## config.mk

```make
export PLATFORM = sky130hd
export DESIGN_NAME = max7219_time_chain
export DESIGN_NICKNAME = d
export VERILOG_FILES = /design/src/rtl/max7219_time_chain.sv
export SDC_FILE = /design/constraint.sdc
export NUM_CORES = 1
export LEC_CHECK = 0
export BUFFER_PORTS_ARGS = -buffer_cell sky130_fd_sc_hd__buf_2
export CAP_MARGIN = 0
export CORE_ASPECT_RATIO = 1.4
export CORE_MARGIN = 5
export CORE_UTILIZATION = 61
export DETAILED_ROUTE_END_ITERATION = 8
export GPL_ROUTABILITY_DRIVEN = 0
export PLACE_DENSITY = 0.82
export SLEW_MARGIN = 30
export SYNTH_ARGS = -nofsm -noshare
export SYNTH_HDL_FRONTEND = slang
export SYNTH_SLANG_ARGS = --single-unit
```

## constraint.sdc

```tcl
create_clock -name sys_clk -period 3.1 [get_ports sys_clk]
set_input_delay 0.465 -clock sys_clk [delete_from_list [all_inputs] [get_ports sys_clk]]
set_output_delay 0.465 -clock sys_clk [all_outputs]
set_load 0.03 [all_outputs]
```

## src/rtl/max7219_time_chain.sv

```systemverilog
// MAX7219 daisy-chain driver for the IRIG-B time display.
// Captures a 6*N_DEV byte time frame into a shadow register, commits it
// atomically to the display register, and periodically streams the full
// configuration plus all eight digits to every chip over the 3-wire bus.
module max7219_time_chain #(
  parameter int N_DEV       = 1,
  parameter int CLK_DIV     = 5,
  parameter int REFRESH_CYC = 5000000,
  parameter int INTENSITY   = 8,
  parameter int BLINK_EN    = 1
) (
  input  logic       sys_clk,
  input  logic       _rst,
  input  logic [7:0] pi_data,
  input  logic       flag,
  input  logic       pps,
  output logic       CS,
  output logic       CLK,
  output logic       Din,
  output logic       busy,
  output logic       frame_done
);

  localparam int NB    = 6 * N_DEV;
  localparam int SW    = 16 * N_DEV;
  localparam int CNT_W = $clog2(NB);
  localparam int DIV_W = (CLK_DIV > 1) ? $clog2(CLK_DIV) : 1;
  localparam int BIT_W = $clog2(SW);
  localparam int REF_W = $clog2(REFRESH_CYC);

  localparam logic [CNT_W-1:0] CNT_LAST  = CNT_W'(NB - 1);
  localparam logic [DIV_W-1:0] DIV_LAST  = DIV_W'(CLK_DIV - 1);
  localparam logic [BIT_W-1:0] BIT_LAST  = BIT_W'(SW - 1);
  localparam logic [REF_W-1:0] REF_LAST  = REF_W'(REFRESH_CYC - 1);
  localparam logic [3:0]       WORD_LAST = 4'd12;
  localparam logic [7:0]       INT_DATA  = 8'(INTENSITY);

  typedef enum logic [2:0] {
    S_IDLE,
    S_LOAD,
    S_SETUP,
    S_SHIFT_LO,
    S_SHIFT_HI,
    S_HOLD,
    S_GAP
  } state_t;

  state_t state, state_next;

  logic [4*NB-1:0]  shadow;
  logic [4*NB-1:0]  shadow_next;
  logic [4*NB-1:0]  disp;
  logic [CNT_W-1:0] cap_cnt;
  logic             cap_full;
  logic [3:0]       unused_hi;

  logic [REF_W-1:0] ref_cnt;
  logic             tick;
  logic             pending;
  logic             kick;
  logic             start;

  logic [DIV_W-1:0] div_cnt;
  logic [BIT_W-1:0] bit_cnt;
  logic [3:0]       word_idx;
  logic [SW-1:0]    shreg;
  logic [SW-1:0]    word_data;
  logic             blank;
  logic             div_done;
  logic             bit_last;
  logic             word_last;

  // The upper nibble of each time byte carries no digit information.
  assign unused_hi   = pi_data[7:4];
  assign shadow_next = {shadow[4*NB-5:0], pi_data[3:0]};

  assign tick      = (ref_cnt == REF_LAST);
  assign start     = kick | pending | tick;
  assign div_done  = (div_cnt == DIV_LAST);
  assign bit_last  = (bit_cnt == BIT_LAST);
  assign word_last = (word_idx == WORD_LAST);

  // Byte capture: shift into the shadow, commit whole frames only.
  always_ff @(posedge sys_clk) begin
    if (!_rst) begin
      shadow   <= '0;
      disp     <= {NB{4'hA}};
      cap_cnt  <= '0;
      cap_full <= 1'b0;
    end else if (!flag) begin
      cap_cnt  <= '0;
      cap_full <= 1'b0;
    end else if (!cap_full) begin
      shadow <= shadow_next;
      if (cap_cnt == CNT_LAST) begin
        disp     <= shadow_next;
        cap_full <= 1'b1;
        cap_cnt  <= '0;
      end else begin
        cap_cnt <= cap_cnt + 1'b1;
      end
    end
  end

  // Refresh timer with a single pending slot; the first frame follows reset.
  always_ff @(posedge sys_clk) begin
    if (!_rst) begin
      ref_cnt <= '0;
      pending <= 1'b0;
      kick    <= 1'b1;
    end else begin
      ref_cnt <= tick ? '0 : ref_cnt + 1'b1;
      if (state == S_IDLE && start) begin
        pending <= 1'b0;
        kick    <= 1'b0;
      end else if (tick && state != S_IDLE) begin
        pending <= 1'b1;
      end
    end
  end

  // Build the current 16*N_DEV-bit transaction, farthest chip in the top bits.
  always_comb begin
    logic [3:0] addr;
    logic [7:0] cfg_data;
    logic [7:0] data;
    logic [2:0] slot;
    logic       is_digit;
    logic       dash;
    addr      = 4'h0;
    cfg_data  = 8'h00;
    data      = 8'h00;
    slot      = 3'd0;
    is_digit  = 1'b0;
    dash      = 1'b0;
    word_data = '0;
    case (word_idx)
      4'd0:    begin addr = 4'hF; cfg_data = 8'h00;    end
      4'd1:    begin addr = 4'h9; cfg_data = 8'hFF;    end
      4'd2:    begin addr = 4'hA; cfg_data = INT_DATA; end
      4'd3:    begin addr = 4'hB; cfg_data = 8'h07;    end
      4'd4:    begin addr = 4'hC; cfg_data = 8'h01;    end
      default: begin addr = word_idx - 4'd4; is_digit = 1'b1; end
    endcase
    case (addr)
      4'd8:    slot = 3'd5;
      4'd7:    slot = 3'd4;
      4'd5:    slot = 3'd3;
      4'd4:    slot = 3'd2;
      4'd2:    slot = 3'd1;
      4'd1:    slot = 3'd0;
      default: dash = 1'b1;
    endcase
    for (int c = 0; c < N_DEV; c++) begin
      data = cfg_data;
      if (is_digit) begin
        if (blank)
          data = 8'h0F;
        else if (dash)
          data = 8'h0A;
        else
          data = {4'h0, disp[4*(6*c + int'(slot)) +: 4]};
      end
      word_data[16*c +: 16] = {4'h0, addr, data};
    end
  end

  // Serial FSM state register.
  always_ff @(posedge sys_clk) begin
    if (!_rst)
      state <= S_IDLE;
    else
      state <= state_next;
  end

  // Serial FSM next-state logic.
  always_comb begin
    state_next = state;
    case (state)
      S_IDLE:     if (start) state_next = S_LOAD;
      S_LOAD:     state_next = S_SETUP;
      S_SETUP:    if (div_done) state_next = S_SHIFT_LO;
      S_SHIFT_LO: if (div_done) state_next = S_SHIFT_HI;
      S_SHIFT_HI: if (div_done) state_next = bit_last ? S_HOLD : S_SHIFT_LO;
      S_HOLD:     if (div_done) state_next = S_GAP;
      S_GAP:      if (div_done) state_next = word_last ? S_IDLE : S_LOAD;
      default:    state_next = S_IDLE;
    endcase
  end

  // Sequencer datapath: dwell counters, shift register and registered pins.
  always_ff @(posedge sys_clk) begin
    if (!_rst) begin
      div_cnt    <= '0;
      bit_cnt    <= '0;
      word_idx   <= 4'd0;
      shreg      <= '0;
      blank      <= 1'b0;
      CS         <= 1'b1;
      CLK        <= 1'b0;
      Din        <= 1'b0;
      busy       <= 1'b0;
      frame_done <= 1'b0;
    end else begin
      div_cnt    <= (state_next != state || state == S_IDLE) ? '0 : div_cnt + 1'b1;
      busy       <= (state_next != S_IDLE);
      frame_done <= (state == S_GAP) && div_done && word_last;
      CS         <= !(state_next inside {S_SETUP, S_SHIFT_LO, S_SHIFT_HI, S_HOLD});
      CLK        <= (state_next == S_SHIFT_HI);
      case (state)
        S_IDLE: begin
          if (start) begin
            word_idx <= 4'd0;
            blank    <= (BLINK_EN != 0) && pps;
          end
        end
        S_LOAD: begin
          shreg   <= word_data;
          Din     <= word_data[SW-1];
          bit_cnt <= '0;
        end
        S_SHIFT_HI: begin
          if (div_done && !bit_last) begin
            bit_cnt <= bit_cnt + 1'b1;
            shreg   <= {shreg[SW-2:0], 1'b0};
            Din     <= shreg[SW-2];
          end
        end
        S_GAP: begin
          if (div_done && !word_last)
            word_idx <= word_idx + 4'd1;
        end
        default: ;
      endcase
    end
  end

endmodule

```

==> results.cfg, run 1 <==
[global_routing]
grt_pass1_vias = 3872
overflow = 0
use_met1_pct = 22.5
grt_pass1_wl_um = 16600
use_met3_pct = 4.83
antenna_found_initial = 0
grt_max_degree = 51
track_usage_pct = 20.5
gr-usage-met2_pct = 36.3
top_usage_layer = met2

[worst_setup_path]
timing_worst_setup_path_type = reg2reg
critical_path.cell_chain = inv_1 > ha_1 > and3b_1 > a211oi_1 > o32a_1 > nor2_1 > a2111oi_0 > o31a_1
timing.critical_path.buf_inv = 1
cp_slowest_stage_delay_ns = 0.65
critPathSlowestCell = a211oi_1
cp_top_family = compound AO/OA/AOI/OAI gates
crit_required_ns = 3.39
crit_path_end_kind = flip-flop
critical_path_arrival_ns = 3.13
cp_max_fo = 11
start_kind = flip-flop

[synthesis]
synth.avg_cell_area_um2 = 8.24
synth_xor_xnor_area_share_pct = 4.40
synth_compound_area_share_pct = 17.1
synthSimpleGateAreaFrac_pct = 27.0
yosys.area_share.adder_pct = 2.26
ys_seq_area_share_pct = 43.4
syn_inst = 604
synth-edff-count = 0
synthFlopType = dfxtp_1
synthMuxAreaShare_pct = 1.81
synthTopCellsByCount = nand2_1, dfxtp_1, nor2_1
synth_top_family_by_area = simple AND/OR/NAND/NOR gates
ys_top_cells_by_area = dfxtp_1, nand2_1, a21boi_0
synth_area_um2 = 4980
synth_top_area_share_pct = 43.4
ys_types = 58
syn-num-nets = 625
yosys_register_bits = 108
synth_top_area_cell = dfxtp_1
yosysMostFrequentCell = nand2_1
ys_warn_count = 0
synthArstFlopShare_pct = 0

[timing]
hold_viol = 0
finalCritPeriodShare_pct = 91.7
fmax_mhz = 352
tns_ns = 0
slew_headroom_pct = 40.9
fin_skew_ns = 0.00600
slew_violations = 0
max_slew.worst_pin.slew_ns = 0.878
rsz0062_at_grt = no
setup_viol = 0
fin_crit_ns = 2.84

[routing]
ant_nets = 0
drt_wl_total_um = 9720
post-route-drc-count = 0
viasPerCell = 5.81
vias = 4086
first_iter_violations = 263
wire_per_inst_um = 13.8
dr.pass1.iters = 4

[floorplan]
die_w_um = 86.4
initial_core_util_pct = 61.8
io_pins = 17
dieHeight_um = 117
die-area_um2 = 10100
core-area_um2 = 8050
num_rows = 39

[outcome]
status = finished, final reports clean

[cells_and_area]
layout-drive-gt1-share_pct = 6.66
instances_no_fill = 703
n_fill_cell = 653
area_growth_pct = 6.63
n_antenna_cell = 0
nNetsFinal = 618
final_cell_area_um2 = 5310

[place]
hpwl_um = 6640
place_inst = 688
portBuffers = 12
placed_area_um2 = 5040

[job]
cap_violations = 0

[pwr]
ir_worst_vdd_uv = 407
p_leak_nw = 1.98
power_density_nw_per_um2 = 524
power_mw = 2.78

[clocking]
htree_levels = 3
root_buffer = clkbuf_16
cts_buffers = 9
insertion_delay_ns = 0.34
clk_pin_slew_ns = 0.07
cts_tree = built
postCtsSetupBuffers = 0
clockBufferDepth = 2
holdBufCountCts = 0
ctsResizeCount = 0
cts_sinks = 108

[worst_hold_path]
hp-class = in2reg
[logic make-up (layout without fill, tap and decap cells)]
logic type	after synthesis	after routing
muxes	9	9
AOI/OAI and AO/OA	120	120
adders and majority gates	9	9
buffers and inverters	45	42
and+or+nand+nor	288	288
xor gates and xnor gates	25	25
DFF	108	108
[report_power, final]
group | total, mW | internal (mW) | switching, mW
logic | 0.285 | 0.111 | 0.175
clock network | 1.02 | 0.539 | 0.478
registers | 1.48 | 1.43 | 0.0452
total | 2.78 | 2.08 | 0.698
[worst paths after layout]
kind,startpoint,to,slack (ns),cells after the start
min,pi_data[1],disp[1],0.35,3
min reg2reg,div_cnt[0],div_cnt[0],0.46,1
max reg2reg,word_idx[0],shreg[1],0.26,8
max,word_idx[0],shreg[1],0.26,8
[layout by cell type (no fill, tap or decap), drive strengths merged, types with 3 or more instances in the layout]
master	n
clkinvlp	3
nand3	32
xor2	15
o21ai	19
nand2	133
nand4	10
a22oi	3
and2	4
o22ai	3
dfxtp	108
nor3	13
xnor2	10
or3	8
mux2i	9
o211ai	3
inv	10
ha	9
o221ai	4
nor2b	5
a21oi	18
a21boi	44
nand2b	9
o31a	3
and3	9
o211a	5
buf	17
clkbuf	11
a211oi	3
nor2	48
nor4	3
[flip-flops by register name (all words and copies together), names as in the netlist, 3 cells and up]
register	cells
state	3
shadow	20
ref_cnt	23
word_idx	4
shreg	15
cap_cnt	3
bit_cnt	4
disp	24
div_cnt	3
[worst register-to-register path, stage by stage (launching register included)]
cell and delay, ns:
dfxtp_1 0.46, inv_1 0.15, ha_1 0.35, and3b_1 0.23
a211oi_1 0.65, o32a_1 0.32, nor2_1 0.06, a2111oi_0 0.41
o31a_1 0.17
[metal layers]
| metal | vias up | wire length [µm] |
|---|---|---|
| met3 | 28 | 301 |
| met4 | 0 | 303 |
| li1 | 2074 | - |
| met1 | 1908 | 4050 |
| met2 | 76 | 5070 |
| met5 | - | 0 |
[cell type report]
| class | count | area [µm²] | share of cell area [%] |
|---|---|---|---|
| Clock buffer | 11 | 233 | 4.38 |
| Inverter | 10 | 37.5 | 0.707 |
| Timing Repair Buffer | 17 | 97.6 | 1.84 |
| Tap cell | 102 | 128 | 2.40 |
| Sequential cell | 108 | 2160 | 40.7 |
| Multi-Input combinational cell | 451 | 2630 | 49.4 |
| Clock inverter | 4 | 27.5 | 0.518 |
[stage by stage]
step | setup slack, ns | hold WS [ns] | util [%]
final | 0.257 | 0.348 | 66.0
after global routing | 0.00590 | 0.359 | 66.0
after CTS | 0.202 | 0.339 | 65.8
after detailed placement | 0.238 | 0.457 | 62.6
after global placement | 0.353 | 0.439 | 62.6
after floorplan | 0.820 | 0.429 | -
(Power assumes the default switching activity.)
==> run 2, diff against run 1 <==
--- a/config.mk
+++ b/config.mk
@@ -6,9 +6,8 @@
 export NUM_CORES = 1
 export LEC_CHECK = 0
 export BUFFER_PORTS_ARGS = -buffer_cell sky130_fd_sc_hd__buf_2
-export CAP_MARGIN = 0
+export CAP_MARGIN = 20
 export CORE_ASPECT_RATIO = 1.4
-export CORE_MARGIN = 5
 export CORE_UTILIZATION = 61
 export DETAILED_ROUTE_END_ITERATION = 8
 export GPL_ROUTABILITY_DRIVEN = 0
==> run 2 against run 1 <==
Die area fell by 15%. Critical path depth unchanged. Wire length fell by 2.3%. Global-route usage grew 3.8 points. Register-to-register slack hardly changed. Final area down 0.85%. Sequential power barely moved. Largest cell class unchanged. Count of clock-buffer cells in the layout did not move. Clock skew rose by 0.00090 ns. Worst setup slack worse by 0.0097 ns. Power fell by 3.7%. Hold slack worse by 0.034 ns.
==> results.cfg, run 2 (synthesis gave the netlist of run 1 again) <==
[outcome]
status = finished, final reports clean

[cells_and_area]
final_cell_mix = nand2_1, dfxtp_1, nor2_1
top_register = disp
reg_top3 = disp: 24 flops, ref_cnt: 23 flops, shadow: 20 flops
n_antenna_cell = 0
layout-drive-gt1-share_pct = 6.81
nNetsFinal = 619
largest_reg_flops = 24
area_growth_pct = 5.73
final_common_cell = nand2_1

[global_routing]
grt_pass1_wl_um = 16400
grt_max_degree = 32
grt_pass1_vias = 3808
antenna_found_initial = 0
track_usage_pct = 24.3
overflow = 0

[clocking]
cts_buffers = 9
cts_tree = built
ctsResizeCount = 0
clockBufferDepth = 2
cts_sinks = 108
htree_levels = 3
postCtsSetupBuffers = 0
root_buffer = clkbuf_8
clk_pin_slew_ns = 0.09
holdBufCountCts = 0
insertion_delay_ns = 0.37

[pwr]
p_leak_nw = 1.97
power_density_nw_per_um2 = 508
ir_worst_vdd_uv = 355

[timing]
slew_headroom_pct = 46.4
fin_crit_ns = 2.85
fin_skew_ns = 0.00690
max_slew.worst_pin.slew_ns = 0.799
timing.hold.ws_ns = 0.314
finalCritPeriodShare_pct = 92.0
slew_violations = 0
rsz0062_at_grt = no
fmax_mhz = 351
setup_viol = 0
hold_viol = 0
tns_ns = 0

[routing]
drt_wl_total_um = 9500
first_iter_violations = 223
viasPerCell = 5.76
post-route-drc-count = 0
ant_nets = 0
dr.pass1.iters = 5
wire_per_inst_um = 13.5
vias = 4044

[worst_hold_path]
min_delay_path_depth = 3
hp-class = in2reg

[job]
cap_violations = 0

[worst_setup_path]
crit_path_end_kind = flip-flop
critPathSlowestCell = a211oi_1
reg2reg_depth = 8
timing_worst_setup_path_type = reg2reg
crit_required_ns = 3.42
cp_max_fo = 11
critical_path_arrival_ns = 3.17
critical_path.cell_chain = inv_1 > ha_1 > and3b_1 > a211oi_1 > o31ai_1 > or3_1 > nand4_1 > o31a_1
start_kind = flip-flop
cp_slowest_stage_delay_ns = 0.67

[floorplan]
die_w_um = 78.4
core-area_um2 = 7850
die-area_um2 = 8530
io_pins = 17
num_rows = 38
initial_core_util_pct = 63.5
dieHeight_um = 109

[place]
hpwl_um = 6700
portBuffers = 12
==> run 2: cell count changes in the layout (fill, tap and decap cells not counted), moves of 2 or more <==
cell	before	now
clkbuf_16	9	0
bufinv_16	0	2
clkbuf_8	0	10
clkinvlp_4	3	0
==> run 2: report_power, final <==
| group | internal [mW] | switching (mW) | leakage [nW] | total (mW) |
|---|---|---|---|---|
| registers | 1.43 | 0.0444 | 0.876 | 1.48 |
| clock network | 0.473 | 0.442 | 0.109 | 0.915 |
| logic | 0.111 | 0.174 | 0.985 | 0.285 |
| total | 2.02 | 0.660 | 1.97 | 2.68 |
==> run 2: metal layers <==
metal / track usage [%] / share of wire, % / vias to the layer above
met3: 5.77 / 3.1 / 18
li1: - / - / 2075
met5: 0 / 0 / -
met1: 26.3 / 43 / 1890
met2: 44.5 / 52 / 61
met4: 10.7 / 2.0 / 0
==> run 2: final timing paths <==
kind / startpoint / endpoint / slack (ns)
worst max-delay path: word_idx[0] / shreg[2] / 0.25
worst min-delay path: pi_data[1] / disp[1] / 0.31
worst max register to register: word_idx[0] / shreg[2] / 0.25
worst min register to register: div_cnt[0] / div_cnt[0] / 0.47
==> run 2: final cells by class <==
cell class | count | area (µm²)
multi-input cells | 451 | 2620
fillers | 686 | 2580
flip-flops and latches | 108 | 2160
clock buffers | 11 | 141
well taps | 100 | 125
repair buffers | 18 | 105
clock inverters | 4 | 73.8
inverters | 10 | 37.5
==> run 2: critical path, delay by kind of cell, from the launching register on <==
family                     cells  cell delay, ns
and+or+nand+nor                3            0.75
adders and majority gates      1            0.34
AOI/OAI and AO/OA              3            1.07
DFF                            1            0.47
buffers and inverters          1            0.15
==> run 2: through the flow <==
stage / util [%] / setup WS [ns] / area [µm²] / power [mW] / std cells
6_report: 67.1 / 0.248 / 5270 / 2.68 / 702
5_1_grt: 67.1 / 0.0599 / 5270 / 2.81 / 702
4_1_cts: 67.1 / 0.238 / 5260 / 2.70 / 702
3_5_place_dp: 64.3 / 0.270 / 5050 / 1.79 / 687
3_3_place_gp: 64.3 / 0.366 / 5050 / 1.78 / 687
2_1_floorplan: - / 0.820 / 4980 / 1.73 / 604
==> run 3, diff against run 2 <==
--- a/config.mk
+++ b/config.mk
@@ -5,6 +5,7 @@
 export SDC_FILE = /design/constraint.sdc
 export NUM_CORES = 1
 export LEC_CHECK = 0
+export ABC_AREA = 1
 export BUFFER_PORTS_ARGS = -buffer_cell sky130_fd_sc_hd__buf_2
 export CAP_MARGIN = 20
 export CORE_ASPECT_RATIO = 1.4
==> run 3 against run 2 <==
Wire length grew 2.9%. Sequential share of layout area down 0.40 points. Combinational power increased by 88%. Power is 11% higher. Sequential cell count is the same. Worst setup slack improved by 0.35 ns. Critical endpoint is now shreg[3]. Hold slack improved by 0.0026 ns.
==> results.cfg, run 3 <==
[floorplan]
io_pins = 17
die-area_um2 = 8530
initial_core_util_pct = 63.5
die_w_um = 78.4
num_rows = 38
core-area_um2 = 7850
dieHeight_um = 109

[synthesis]
yosysMostFrequentCell = nand2_1
synth-edff-count = 0
synth_area_um2 = 4980
synthTopCellsByCount = nand2_1, dfxtp_1, nor2_1
syn-num-nets = 686
synth_top_area_cell = dfxtp_1
ys_seq_area_share_pct = 43.4
ys_warn_count = 0
synth.avg_cell_area_um2 = 7.49
syn_inst = 665
ys_types = 43
yosys_register_bits = 108
ys_top_cells_by_area = dfxtp_1, nand2_1, nor2_1
synth_top_area_share_pct = 43.4
synthFlopType = dfxtp_1
synthArstFlopShare_pct = 0

[worst_setup_path]
r2r-start = word_idx[0]
cp_slowest_stage_delay_ns = 0.50
cp_max_fo = 7
timing_worst_setup_path_type = reg2reg
cp_top_family = simple AND/OR/NAND/NOR gates
critPathSlowestCell = dfxtp_1
crit_path_start = word_idx[0]
critical_path.cell_chain = inv_1 > ha_1 > o21ai_2 > nand2_4 > inv_4 > nand2_2 > nor2_4 > nor2_8 > a21oi_2 > nand2_1 > nand3_1 > nand3_1 > nand2_1 > nand2_1 > nand2_1 > nand2_1 > a21oi_2
crit_path_end_kind = flip-flop
crit_top_cell = nand2_1
crit_required_ns = 3.41
start_kind = flip-flop
critical_path_arrival_ns = 2.81
timing.critical_path.buf_inv = 2

[pwr]
p_leak_nw = 2.19
ir_worst_vdd_uv = 385
power_mw = 2.96
power_density_nw_per_um2 = 557

[cells_and_area]
instances_no_fill = 776
final_cell_mix = nand2_1, dfxtp_1, nor2_1
top_register = disp
final_common_cell = nand2_1
nNetsFinal = 693
area_growth_pct = 6.76
largest_reg_flops = 24
n_fill_cell = 680
n_antenna_cell = 0
layout-drive-gt1-share_pct = 11.8
reg_top3 = disp: 24 flops, ref_cnt: 23 flops, shadow: 20 flops

[global_routing]
track_usage_pct = 24.3
grt_pass1_wl_um = 16600
grt_pass1_vias = 3945
grt_max_degree = 31
gr-usage-met2_pct = 46.2
overflow = 0
antenna_found_initial = 0
use_met1_pct = 26.4
top_usage_layer = met2
use_met3_pct = 4.18

[clocking]
clk_pin_slew_ns = 0.10
ctsResizeCount = 0
clockBufferDepth = 2
cts_tree = built
insertion_delay_ns = 0.36
holdBufCountCts = 0
cts_buffers = 9
cts_sinks = 108
postCtsSetupBuffers = 0
htree_levels = 3
root_buffer = clkbuf_8

[place]
hpwl_um = 7040
post-place-ws_ns = 0.606
portBuffers = 12
place_inst = 761

[timing]
rsz0062_at_grt = no
tns_ns = 0
setup_viol = 0
slew_violations = 0
max_slew.worst_pin.slew_ns = 0.616
hold_viol = 0
timing.hold.ws_ns = 0.317
finalCritPeriodShare_pct = 80.8
slew_headroom_pct = 58.9
fin_ws_ns = 0.595
fin_skew_ns = 0.00804
fin_crit_ns = 2.51
fmax_mhz = 399

[routing]
drt_wl_total_um = 9780
viasPerCell = 5.53
vias = 4291
first_iter_violations = 203
wire_per_inst_um = 12.6
ant_nets = 0
dr.pass1.iters = 5
post-route-drc-count = 0

[worst_hold_path]
hp-class = in2reg
min_from = pi_data[1]

[job]
cap_violations = 0

[outcome]
status = finished, final reports clean
-- run 3: changes by cell type after synthesis, sizes merged, moves of 14 or more --
cell / before / now
inv: 10 / 75
nor2: 48 / 101
a21boi: 44 / 0
o21ai: 19 / 60
a21oi: 18 / 51
xor2: 15 / 1
-- run 3: metal layers --
layer	vias to the layer above	wire (µm)
met2	61	5160
met1	2016	4230
met4	0	166
met3	13	232
met5	-	0
li1	2201	-
-- run 3: path summary, 6_finish.rpt --
path         slack [ns]  cells past startpoint  endpoint
max                0.59                     17  shreg[3]
max reg2reg        0.59                     17  shreg[3]
min                0.32                      3   disp[1]
min reg2reg        0.46                      2  disp[13]
-- run 3: worst reg2reg max path, cell delays in order (launching register included) --
cell and delay [ns]:
dfxtp_1 0.50, inv_1 0.13, ha_1 0.28, o21ai_2 0.20, nand2_4 0.09, inv_4 0.07, nand2_2 0.07, nor2_4 0.17
nor2_8 0.06, a21oi_2 0.28, nand2_1 0.09, nand3_1 0.09, nand3_1 0.08, nand2_1 0.07, nand2_1 0.05, nand2_1 0.05
nand2_1 0.06, a21oi_2 0.13
-- run 3: cell type report --
class	instances	area, µm²	share of cell area [%]
clock buffers	10	128	2.40
clock inverters	5	77.6	1.46
inverters	76	288	5.41
multi-input cells	459	2430	45.7
flip-flops and latches	108	2160	40.7
well taps	100	125	2.35
repair buffers	18	105	1.98
-- run 3: kinds of logic (layout without fill, tap and decap cells) --
group / Yosys count / after routing / synth area share, %
DFF: 108 / 108 / 43.4
AOI/OAI and AO/OA: 143 / 143 / 16.5
and+or+nand+nor: 303 / 303 / 29.4
xor gates and xnor gates: 4 / 4 / 0.704
buffers and inverters: 98 / 109 / 7.76
adders and majority gates: 9 / 9 / 2.26
-- run 3: power by group --
part | total, mW | switching [mW] | internal [mW]
clock network | 0.896 | 0.448 | 0.448
logic | 0.536 | 0.365 | 0.171
registers | 1.53 | 0.0571 | 1.47
-- run 3: through the flow --
stage               util (%)  area (µm²)
global placement        65.2        5110
CTS                     67.8        5320
global route            67.8        5320
finish                  67.8        5320
floorplan                  -        4980
detailed placement      65.2        5110
